### src/rtl/timer_pkg.sv
// rtl/timer_pkg.sv - register map, CTRL fields and FSM encoding for timer_dev
package timer_pkg;

  localparam logic [1:0] CTRL_OFF   = 2'd0;
  localparam logic [1:0] PRESET_OFF = 2'd1;
  localparam logic [1:0] COUNT_OFF  = 2'd2;

  localparam int EN_BIT  = 0;
  localparam int MODE_LO = 1;
  localparam int MODE_HI = 2;
  localparam int IM_BIT  = 3;

  localparam logic [1:0] MODE_ONESHOT = 2'd0;
  localparam logic [1:0] MODE_RELOAD  = 2'd1;

  typedef enum logic [1:0] {
    IDLE = 2'd0,
    CNT  = 2'd1,
    INT  = 2'd2
  } state_t;

endpackage

### src/rtl/timer_dev.sv
// rtl/timer_dev.sv - memory-mapped countdown timer with one-shot/auto-reload modes and maskable irq
module timer_dev
  import timer_pkg::*;
(
  input  logic        clk,
  input  logic        reset,
  input  logic [1:0]  addr,
  input  logic        we,
  input  logic [31:0] din,
  output logic [31:0] dout,
  output logic        irq
);

  state_t      state, state_nxt;
  logic        en, en_nxt;
  logic        im, im_nxt;
  logic [1:0]  mode, mode_nxt;
  logic [31:0] preset, preset_nxt;
  logic [31:0] count, count_nxt;
  logic        pending, pending_nxt;
  logic        wr_ctrl, wr_preset;
  logic [3:0]  ctrl_val;

  assign wr_ctrl   = we && (addr == CTRL_OFF);
  assign wr_preset = we && (addr == PRESET_OFF);
  assign irq       = pending & im;

  always_comb begin
    state_nxt   = state;
    en_nxt      = en;
    im_nxt      = im;
    mode_nxt    = mode;
    preset_nxt  = preset;
    count_nxt   = count;
    pending_nxt = pending;

    case (state)
      IDLE: begin
        if (en) begin
          count_nxt = preset;
          state_nxt = CNT;
        end
      end
      CNT: begin
        if (!en) begin
          state_nxt = IDLE;
        end else if (count > 32'd1) begin
          count_nxt = count - 32'd1;
        end else begin
          count_nxt   = '0;
          pending_nxt = 1'b1;
          state_nxt   = INT;
        end
      end
      INT: begin
        if (!en) begin
          state_nxt = IDLE;
        end else if (mode == MODE_RELOAD) begin
          count_nxt   = preset;
          pending_nxt = 1'b0;
          state_nxt   = CNT;
        end else begin
          en_nxt    = 1'b0;
          state_nxt = IDLE;
        end
      end
      default: state_nxt = IDLE;
    endcase

    // Software writes are applied last so they override FSM updates of en and pending.
    if (wr_ctrl) begin
      en_nxt      = din[EN_BIT];
      mode_nxt    = din[MODE_HI:MODE_LO];
      im_nxt      = din[IM_BIT];
      pending_nxt = 1'b0;
    end
    if (wr_preset) begin
      preset_nxt  = din;
      pending_nxt = 1'b0;
    end
  end

  always_ff @(posedge clk) begin
    if (reset) begin
      state   <= IDLE;
      en      <= 1'b0;
      im      <= 1'b0;
      mode    <= MODE_ONESHOT;
      preset  <= '0;
      count   <= '0;
      pending <= 1'b0;
    end else begin
      state   <= state_nxt;
      en      <= en_nxt;
      im      <= im_nxt;
      mode    <= mode_nxt;
      preset  <= preset_nxt;
      count   <= count_nxt;
      pending <= pending_nxt;
    end
  end

  always_comb begin
    ctrl_val                  = '0;
    ctrl_val[EN_BIT]          = en;
    ctrl_val[MODE_HI:MODE_LO] = mode;
    ctrl_val[IM_BIT]          = im;
    case (addr)
      CTRL_OFF:   dout = {28'd0, ctrl_val};
      PRESET_OFF: dout = preset;
      COUNT_OFF:  dout = count;
      default:    dout = '0;
    endcase
  end

endmodule
### config.mk
export PLATFORM = sky130hd
export DESIGN_NAME = timer_dev
export DESIGN_NICKNAME = d
export VERILOG_FILES = /design/src/rtl/timer_pkg.sv /design/src/rtl/timer_dev.sv
export SDC_FILE = /design/constraint.sdc
export NUM_CORES = 1
export LEC_CHECK = 0
export CORE_UTILIZATION = 40
export CTS_CLUSTER_SIZE = 8
export DETAILED_ROUTE_END_ITERATION = 7
export GPL_TIMING_DRIVEN = 0
export PLACE_DENSITY = 0.63
export SYNTH_ARGS = -nofsm -noshare
export SYNTH_HDL_FRONTEND = slang
export SYNTH_SLANG_ARGS = --single-unit
### constraint.sdc
create_clock -name clk -period 5.9 [get_ports clk]
set_input_delay 1.18 -clock clk [delete_from_list [all_inputs] [get_ports clk]]
set_output_delay 1.18 -clock clk [all_outputs]
set_load 0.005 [all_outputs]
==> results.md, run 1 <==
- Result of the run: finished, final reports clean
- Mean cell area of the mapped netlist: ~7.6 um^2
- Number of antenna repair diodes: 0
- Final RePlAce weighted congestion: 0.9424
- Syn Std Cell Area: between 0.003 and 0.004 mm^2
- Clock slew seen by the registers of the worst setup and hold paths: 70 ps
- Via count of the first global-routing pass: 4067
- Library cell used as clock root buffer: sky130_fd_sc_hd__clkbuf_8
- Average wire per cell in the routed design: 19.81 um
- Vertical die dimension: 100.1 um
- Number of top-level pins: 70
- Synth-to-Final Area Change: 25.88%
- Most Used Layer, Global Route: met2
- VDD IR-drop max: 0.1160 mV
- Register Area: 0.001421 mm^2
- EDFF count, synth: 0
- Final setup margin: 936.0 ps
- Critical path capture point type: output pin
- Crit-path slowest cell: sky130_fd_sc_hd__buf_1
- Floorplan die area: about 0.01 mm^2
- Final count of pins violating max slew: 0
- Classification of the worst-slack hold path: register to register
- Drt pass-1 iters: 6
- Multi-input logic area: 0.002205 mm^2
- Crit Path Max Fanout: 10
- Flops & latches, synth: 71
- Cell variety after synth: 55
- Cell chain of the critical path: clkdlybuf4s50_1, nor2b_1, clkbuf_1, buf_1, a22o_1, clkdlybuf4s50_1
- Switch share: 28.19%
- Reported leakage power: approximately 1.6 nW
- CTS tree: yes
- Number of standard cells after synthesis: 506
- Startpoint-to-endpoint class of the critical path: input port to output pin
- Final critical path time including I/O delays and setup: 4964 ps
- Die Width: 100.1 um
- Int Power: approximately 700 uW
- Worst setup slack before clock tree synthesis: 940.1 ps
- Post-cts hold buffer count: 0
- Part of the total power dissipated in sequential elements: 49.9%
- Final Hold Viols: 0
- Cell seen most often among critical-path stages: sky130_fd_sc_hd__clkdlybuf4s50_1
- Final-stage net count: approximately 620
- Met3 routing resource usage after global routing: approximately 5.4%
- Core outline area: slightly above 0.009 mm^2
- Post-CTS Setup Bufs: 0
- Via-to-Cell Ratio: 6.028
- GR Util met1: 39.88%
- Global Route Usage Sum: between 20% and 30%
- Synth Net Count: 545
- Maxcap violations: 0
- Total congestion overflow: 0
- Power Density: 206.3 mW/mm^2
- Initial core utilization: 41.46%
- Number of placement rows: 35
- Met2 track demand over resource in global routing: 48.28%
- Gates resized, CTS repair: 0
- Final-layout setup total negative slack: 0 ps
- Skew-Pair Late Insertion Delay: 360 ps
- Final core area utilization: 52.18%
- Net switching power figure: 281.8 uW
- Final ANT Viol Nets: 0
- Type of origin of the critical path: input port
- Combinational fraction of design power: 14.9%
- Largest net degree at the start of global routing: 11
- DRC violations left: 0
- Most common cell after layout, fill and taps aside: sky130_fd_sc_hd__nand2_1
- Drt first-iter violations: approximately 410
- Highest clock frequency the design can meet: 201.5 MHz
- Sequential-to-total area share from yosys stat: 36.93%
- Final setup fails: 0
- Number of antenna violations at the first check in global routing: 0
- Final Routed Wirelength: 14.19 mm
- Clock group share of total power: between 30% and 40%
- Number of H-tree levels: 3
- Data arrival time of the worst path: approximately 3800 ps
- Leading cell types in the layout, fill and taps excluded: sky130_fd_sc_hd__nand2_1, sky130_fd_sc_hd__dfxtp_1, sky130_fd_sc_hd__clkdlybuf4s50_1, sky130_fd_sc_hd__a21oi_1, sky130_fd_sc_hd__clkbuf_1
- Routed vias: 4316
- Synth async-reset ratio: 0%
- HPWL Detailed: just over 10 mm
- Crit path buffers/inverters: 4
- Input/output buffers: 67
- Layout fillers: 951
- CTS sink cnt: 71
- Hold slack final: 475.5 ps
- Yosys Warn Count: 0
- Top FF cell, synth: sky130_fd_sc_hd__dfxtp_1
- Share of the clock period used by the worst path: between 80 and 90%
- Delay of the slowest critical-path stage: approximately 600 ps
- Max-Slew Margin vs Limit: 19.75%
- Required time of the critical path: 4720 ps
- Unrepaired setup endpoints after global routing: false
- CP delay by family, top: buffers and inverters
- Maximum clock skew at final layout: 10.63 ps
- Global-route wire length before repair: ~22 mm
- Slew at the pin with the worst max-slew slack: 1193 ps
- CTS Buf Count: 9
- Share of cells above drive strength 1: 3.748%
- CTS Buffer Depth: 2
worst register-to-register path, cell delays in order (launching register included):
cell and delay [ps]:
sky130_fd_sc_hd__dfxtp_1 380, sky130_fd_sc_hd__nor4_1 1030, sky130_fd_sc_hd__nand3_1 430, sky130_fd_sc_hd__or3_1 440, sky130_fd_sc_hd__buf_6 150, sky130_fd_sc_hd__a2111oi_4 310
sky130_fd_sc_hd__o21ai_1 90, sky130_fd_sc_hd__a31oi_1 150
synth_stat cells (2+ instances only):
cell                        n  area (um^2)
sky130_fd_sc_hd__or3_1      5        31.28
sky130_fd_sc_hd__a31oi_1   10        62.56
sky130_fd_sc_hd__buf_1      2        7.510
sky130_fd_sc_hd__a211oi_1   4        30.03
sky130_fd_sc_hd__nor3b_1    4        30.03
sky130_fd_sc_hd__nand4_1    2        12.51
sky130_fd_sc_hd__dfxtp_1   71         1421
sky130_fd_sc_hd__nor2_1    25        93.84
sky130_fd_sc_hd__nor4_1    13        81.33
sky130_fd_sc_hd__o41ai_1    3        26.28
sky130_fd_sc_hd__o32ai_1    9        78.83
sky130_fd_sc_hd__and4_1     2        17.52
sky130_fd_sc_hd__o21ai_0   23        115.1
sky130_fd_sc_hd__nand2b_1   2        12.51
sky130_fd_sc_hd__clkbuf_1  37        138.9
sky130_fd_sc_hd__a221oi_1   2        17.52
sky130_fd_sc_hd__o21ai_1    2        10.01
sky130_fd_sc_hd__a22o_1    27        236.5
sky130_fd_sc_hd__inv_1     13        48.80
sky130_fd_sc_hd__mux2i_1    7        70.07
sky130_fd_sc_hd__o221ai_1   2        17.52
sky130_fd_sc_hd__and2_1     3        18.77
sky130_fd_sc_hd__nand2_1   93        349.1
sky130_fd_sc_hd__or3_2      2        15.01
sky130_fd_sc_hd__a21boi_0   2        15.01
sky130_fd_sc_hd__nor2b_1    8        50.05
sky130_fd_sc_hd__a22oi_1    5        37.54
sky130_fd_sc_hd__o21a_1     2        15.01
sky130_fd_sc_hd__nor3_1    15        75.07
sky130_fd_sc_hd__nand3_1   15        75.07
sky130_fd_sc_hd__ha_1       2        25.02
sky130_fd_sc_hd__a32oi_1   12        105.1
sky130_fd_sc_hd__or4_1      4        30.03
sky130_fd_sc_hd__o22ai_1    4        25.02
sky130_fd_sc_hd__a21oi_1   54        270.3
kinds of logic after synthesis:
family,share of synthesized area [%]
fa+ha+maj,0.6501
simple gates,24.48
flops,36.93
compound gates,30.33
buf+inv,5.787
mux,1.821
metal layers:
| metal | wire length [um] | part of all wire [%] | up-vias |
|---|---|---|---|
| met2 | 6698 | 47 | 198 |
| met1 | 6225 | 44 | 2061 |
| li1 | - | - | 2037 |
| met5 | 0 | 0 | - |
| met4 | 289 | 2.0 | 0 |
| met3 | 973 | 6.9 | 20 |
state kept, by name (all words and copies together), names as in the netlist:
signal   flops
im           1
mode         2
en           1
pending      1
count       32
state        2
preset      32
final cells by class:
class                   count  area share [%]
multi-input cells         379           45.51
flip-flops and latches     71           29.34
repair buffers             67           13.84
plain buffers              42           3.512
well taps                 129           3.332
clock buffers              13           3.280
inverters                  14           1.085
clock inverters             1          0.1033
power by group through the flow:
stage	registers, mW	clock network, mW	logic, mW
after floorplan	0.506	0	0.0814
after global placement	0.509	0	0.145
after detailed placement	0.509	0	0.146
after CTS	0.498	0.353	0.147
after global routing	0.499	0.377	0.160
final	0.498	0.352	0.149
stage by stage:
| step | cells | instance area [um^2] | power (mW) |
|---|---|---|---|
| final | 716 | 4845 | 0.9997 |
| after global routing | 716 | 4845 | 1.036 |
| after floorplan | 506 | 3849 | 0.5872 |
| after detailed placement | 702 | 4681 | 0.6551 |
| after CTS | 716 | 4845 | 0.9979 |
| after global placement | 702 | 4681 | 0.6546 |
worst paths after layout:
kind	startpoint	endpoint	slack [ps]	cells past startpoint
max	addr[0]	dout[8]	940	6
max reg2reg	count[4]	count[31]	2840	7
min	preset[18]	preset[18]	480	2
min reg2reg	preset[18]	preset[18]	480	2
(Power assumes the default switching activity.)
==> run 2, diff against run 1 <==
PLACE_DENSITY = 0.65   (was 0.63)
clock period = 4.1 ns   (was 5.9 ns; I/O delays follow)
==> results.md, run 2 (synthesis results as in run 1) <==
- Result of the run: finished, final reports clean
- Clock slew seen by the registers of the worst setup and hold paths: 70 ps (about the same)
- Combinational fraction of design power: 14.8% (about the same)
- Number of antenna violations at the first check in global routing: 0 (unchanged)
- Reported leakage power: 1.650 nW (+1.3%)
- Floorplan die area: 0.01002 mm^2 (unchanged)
- Routed vias: 4367 (+1.2%)
- Uppermost signal routing layer after detailed routing: met4
- CTS Buf Count: 9 (unchanged)
- Share of cells above drive strength 1: 4.778% (+1.0 points)
- HPWL Detailed: 10.18 mm (+0.27%)
- Number of placement rows: 35 (unchanged)
- Vertical die dimension: 100.1 um (unchanged)
- Number of H-tree levels: 3 (unchanged)
- Core outline area: 0.009284 mm^2 (unchanged)
- Final setup fails: 0 (unchanged)
- Critical path capture point type: output pin
- Maximum clock skew at final layout: 10.21 ps (-0.4254 ps)
- Startpoint-to-endpoint class of the critical path: input port to output pin
- Final-stage net count: 623 (unchanged)
- Initial core utilization: 41.46% (unchanged)
- Maxcap violations: 0 (unchanged)
- Total congestion overflow: 0 (unchanged)
- Finished Layout Cells: 715 (-0.14%)
- Setup slack of the most critical reg-to-reg path: 980 ps (-1860 ps)
- Most common cell after layout, fill and taps aside: sky130_fd_sc_hd__nand2_1
- Final RePlAce weighted congestion: 0.9465 (+0.44%)
- Fin area: 0.004857 mm^2 (+0.26%)
- Slew at the pin with the worst max-slew slack: 1220 ps (+26.73 ps)
- Switch share: 27.98% (-0.21 points)
- Unrepaired setup endpoints after global routing: false
- Final Hold Viols: 0 (unchanged)
- Data arrival time of the worst path: 3130 ps (-650 ps)
- Final critical path time including I/O delays and setup: 3950 ps
- Highest clock frequency the design can meet: 253.2 MHz
- Max-Slew Margin vs Limit: 17.95% (-1.8 points)
- Final setup margin: 150.1 ps (-785.9 ps)
- Synth-to-Final Area Change: 26.20%
- Largest registers: count x32, preset x32
- Final ANT Viol Nets: 0 (unchanged)
- Part of the total power dissipated in sequential elements: 49.3% (-0.6 points)
- Number of antenna repair diodes: 0 (unchanged)
- Crit Path Max Fanout: 10 (unchanged)
- Input/output buffers: 67 (unchanged)
- Type of origin of the critical path: input port
- Die Width: 100.1 um (unchanged)
- Final-layout setup total negative slack: 0 ps (unchanged)
- VDD IR-drop max: 0.1192 mV (+2.8%)
- Number of top-level pins: 70 (unchanged)
- Drt pass-1 iters: 5 (-1)
- Via-to-Cell Ratio: 6.108 (+1.3%)
- CTS tree: yes
- Final count of pins violating max slew: 0 (unchanged)
- Share of the clock period used by the worst path: 96.34%
- Required time of the critical path: 3280 ps (-1440 ps)
- Layout fillers: 938 (-1.4%)
- Skew-Pair Late Insertion Delay: 360 ps (about the same)
- Final Routed Wirelength: 14.10 mm (-0.57%)
- Inst Count DP: 702 (unchanged)
- Global Route Usage Sum: 29.25% (-0.43 points)
- Via count of the first global-routing pass: 4134 (+1.6%)
- Leading cell types in the layout, fill and taps excluded: sky130_fd_sc_hd__nand2_1, sky130_fd_sc_hd__dfxtp_1, sky130_fd_sc_hd__clkdlybuf4s50_1, sky130_fd_sc_hd__a21oi_1, sky130_fd_sc_hd__clkbuf_1
- Largest net degree at the start of global routing: 11 (unchanged)
- Global-route wire length before repair: 22.09 mm (-1.1%)
- Worst setup slack before clock tree synthesis: -86.17 ps (-1026 ps)
- DRC violations left: 0 (unchanged)
- Net switching power figure: 406.4 uW (+44%)
- Average wire per cell in the routed design: 19.73 um (-0.43%)
- Classification of the worst-slack hold path: register to register
- Hold slack final: 470.8 ps (-4.713 ps)
- Clock group share of total power: 35.9% (+0.6 points)
- Library cell used as clock root buffer: sky130_fd_sc_hd__clkbuf_8
- Metal-1 WL: 5.936 mm (-4.6%)
- CTS sink cnt: 71 (unchanged)
- Met2 wire len: 6.480 mm (-3.3%)
- Post-CTS Setup Bufs: 0 (unchanged)
- Int Power: 1.046 mW (+46%)
- Drt first-iter violations: 427 (+5.4%)
- Met3 Routed Length: 1.110 mm (+14%)
- CTS Buffer Depth: 2 (unchanged)
- Cell area after placement: 0.004681 mm^2 (unchanged)
- Power Density: 299.1 mW/mm^2 (+45%)
-- run 2: cell types whose count changed in the layout (fill, tap and decap cells not counted) --
cell	before	now
sky130_fd_sc_hd__buf_1	2	1
sky130_fd_sc_hd__clkbuf_1	39	33
sky130_fd_sc_hd__clkbuf_2	0	5
sky130_fd_sc_hd__clkbuf_8	11	12
-- run 2: what timing repair did --
item                       CTS  global route
hold buffers                 0             0
setup endpoints to repair   20            30
resized for setup            1             7
-- run 2: critical path, cell delays in order --
cell and delay [ps]:
sky130_fd_sc_hd__clkdlybuf4s50_1 510, sky130_fd_sc_hd__nor2b_1 150, sky130_fd_sc_hd__clkbuf_2 330, sky130_fd_sc_hd__buf_1 560, sky130_fd_sc_hd__a22o_2 260, sky130_fd_sc_hd__clkdlybuf4s50_1 500
-- run 2: worst paths after layout --
check                  start          to  depth (start not counted)
setup / recovery     addr[0]    dout[11]                          6
hold / removal    preset[31]  preset[31]                          2
setup reg to reg    count[4]   count[31]                          7
hold reg to reg   preset[31]  preset[31]                          2
-- run 2: power by group through the flow --
stage,Sequential [mW],Clock [mW],Combinational (mW)
6_report,0.717,0.521,0.215
5_1_grt,0.718,0.550,0.231
4_1_cts,0.717,0.521,0.211
3_5_place_dp,0.733,0,0.209
3_3_place_gp,0.732,0,0.208
2_1_floorplan,0.728,0,0.117
-- run 2: metal layers --
metal	up-vias	track usage (%)
met4	0	15.72
met3	41	4.875
met1	2040	37.85
met2	248	46.74
met5	-	0
li1	2038	-
-- run 2: through the flow --
| stage | utilization (%) | total power, mW |
|---|---|---|
| 3_3_place_gp | 50.42 | 0.9405 |
| 4_1_cts | 52.26 | 1.448 |
| 3_5_place_dp | 50.42 | 0.9421 |
| 2_1_floorplan | - | 0.8450 |
| 5_1_grt | 52.32 | 1.498 |
| 6_report | 52.32 | 1.453 |
-- run 2: cell type report --
cell class                 instances  area [um^2]  area share [%]
multi-input combinational        379         2205           45.39
sequential                        71         1421           29.26
timing repair buffer              67        670.6           13.81
buffer                            42        176.4           3.632
clock buffer                      12        165.2           3.400
tap                              129        161.4           3.323
inverter                          14        52.55           1.082
clock inverter                     1        5.005          0.1030
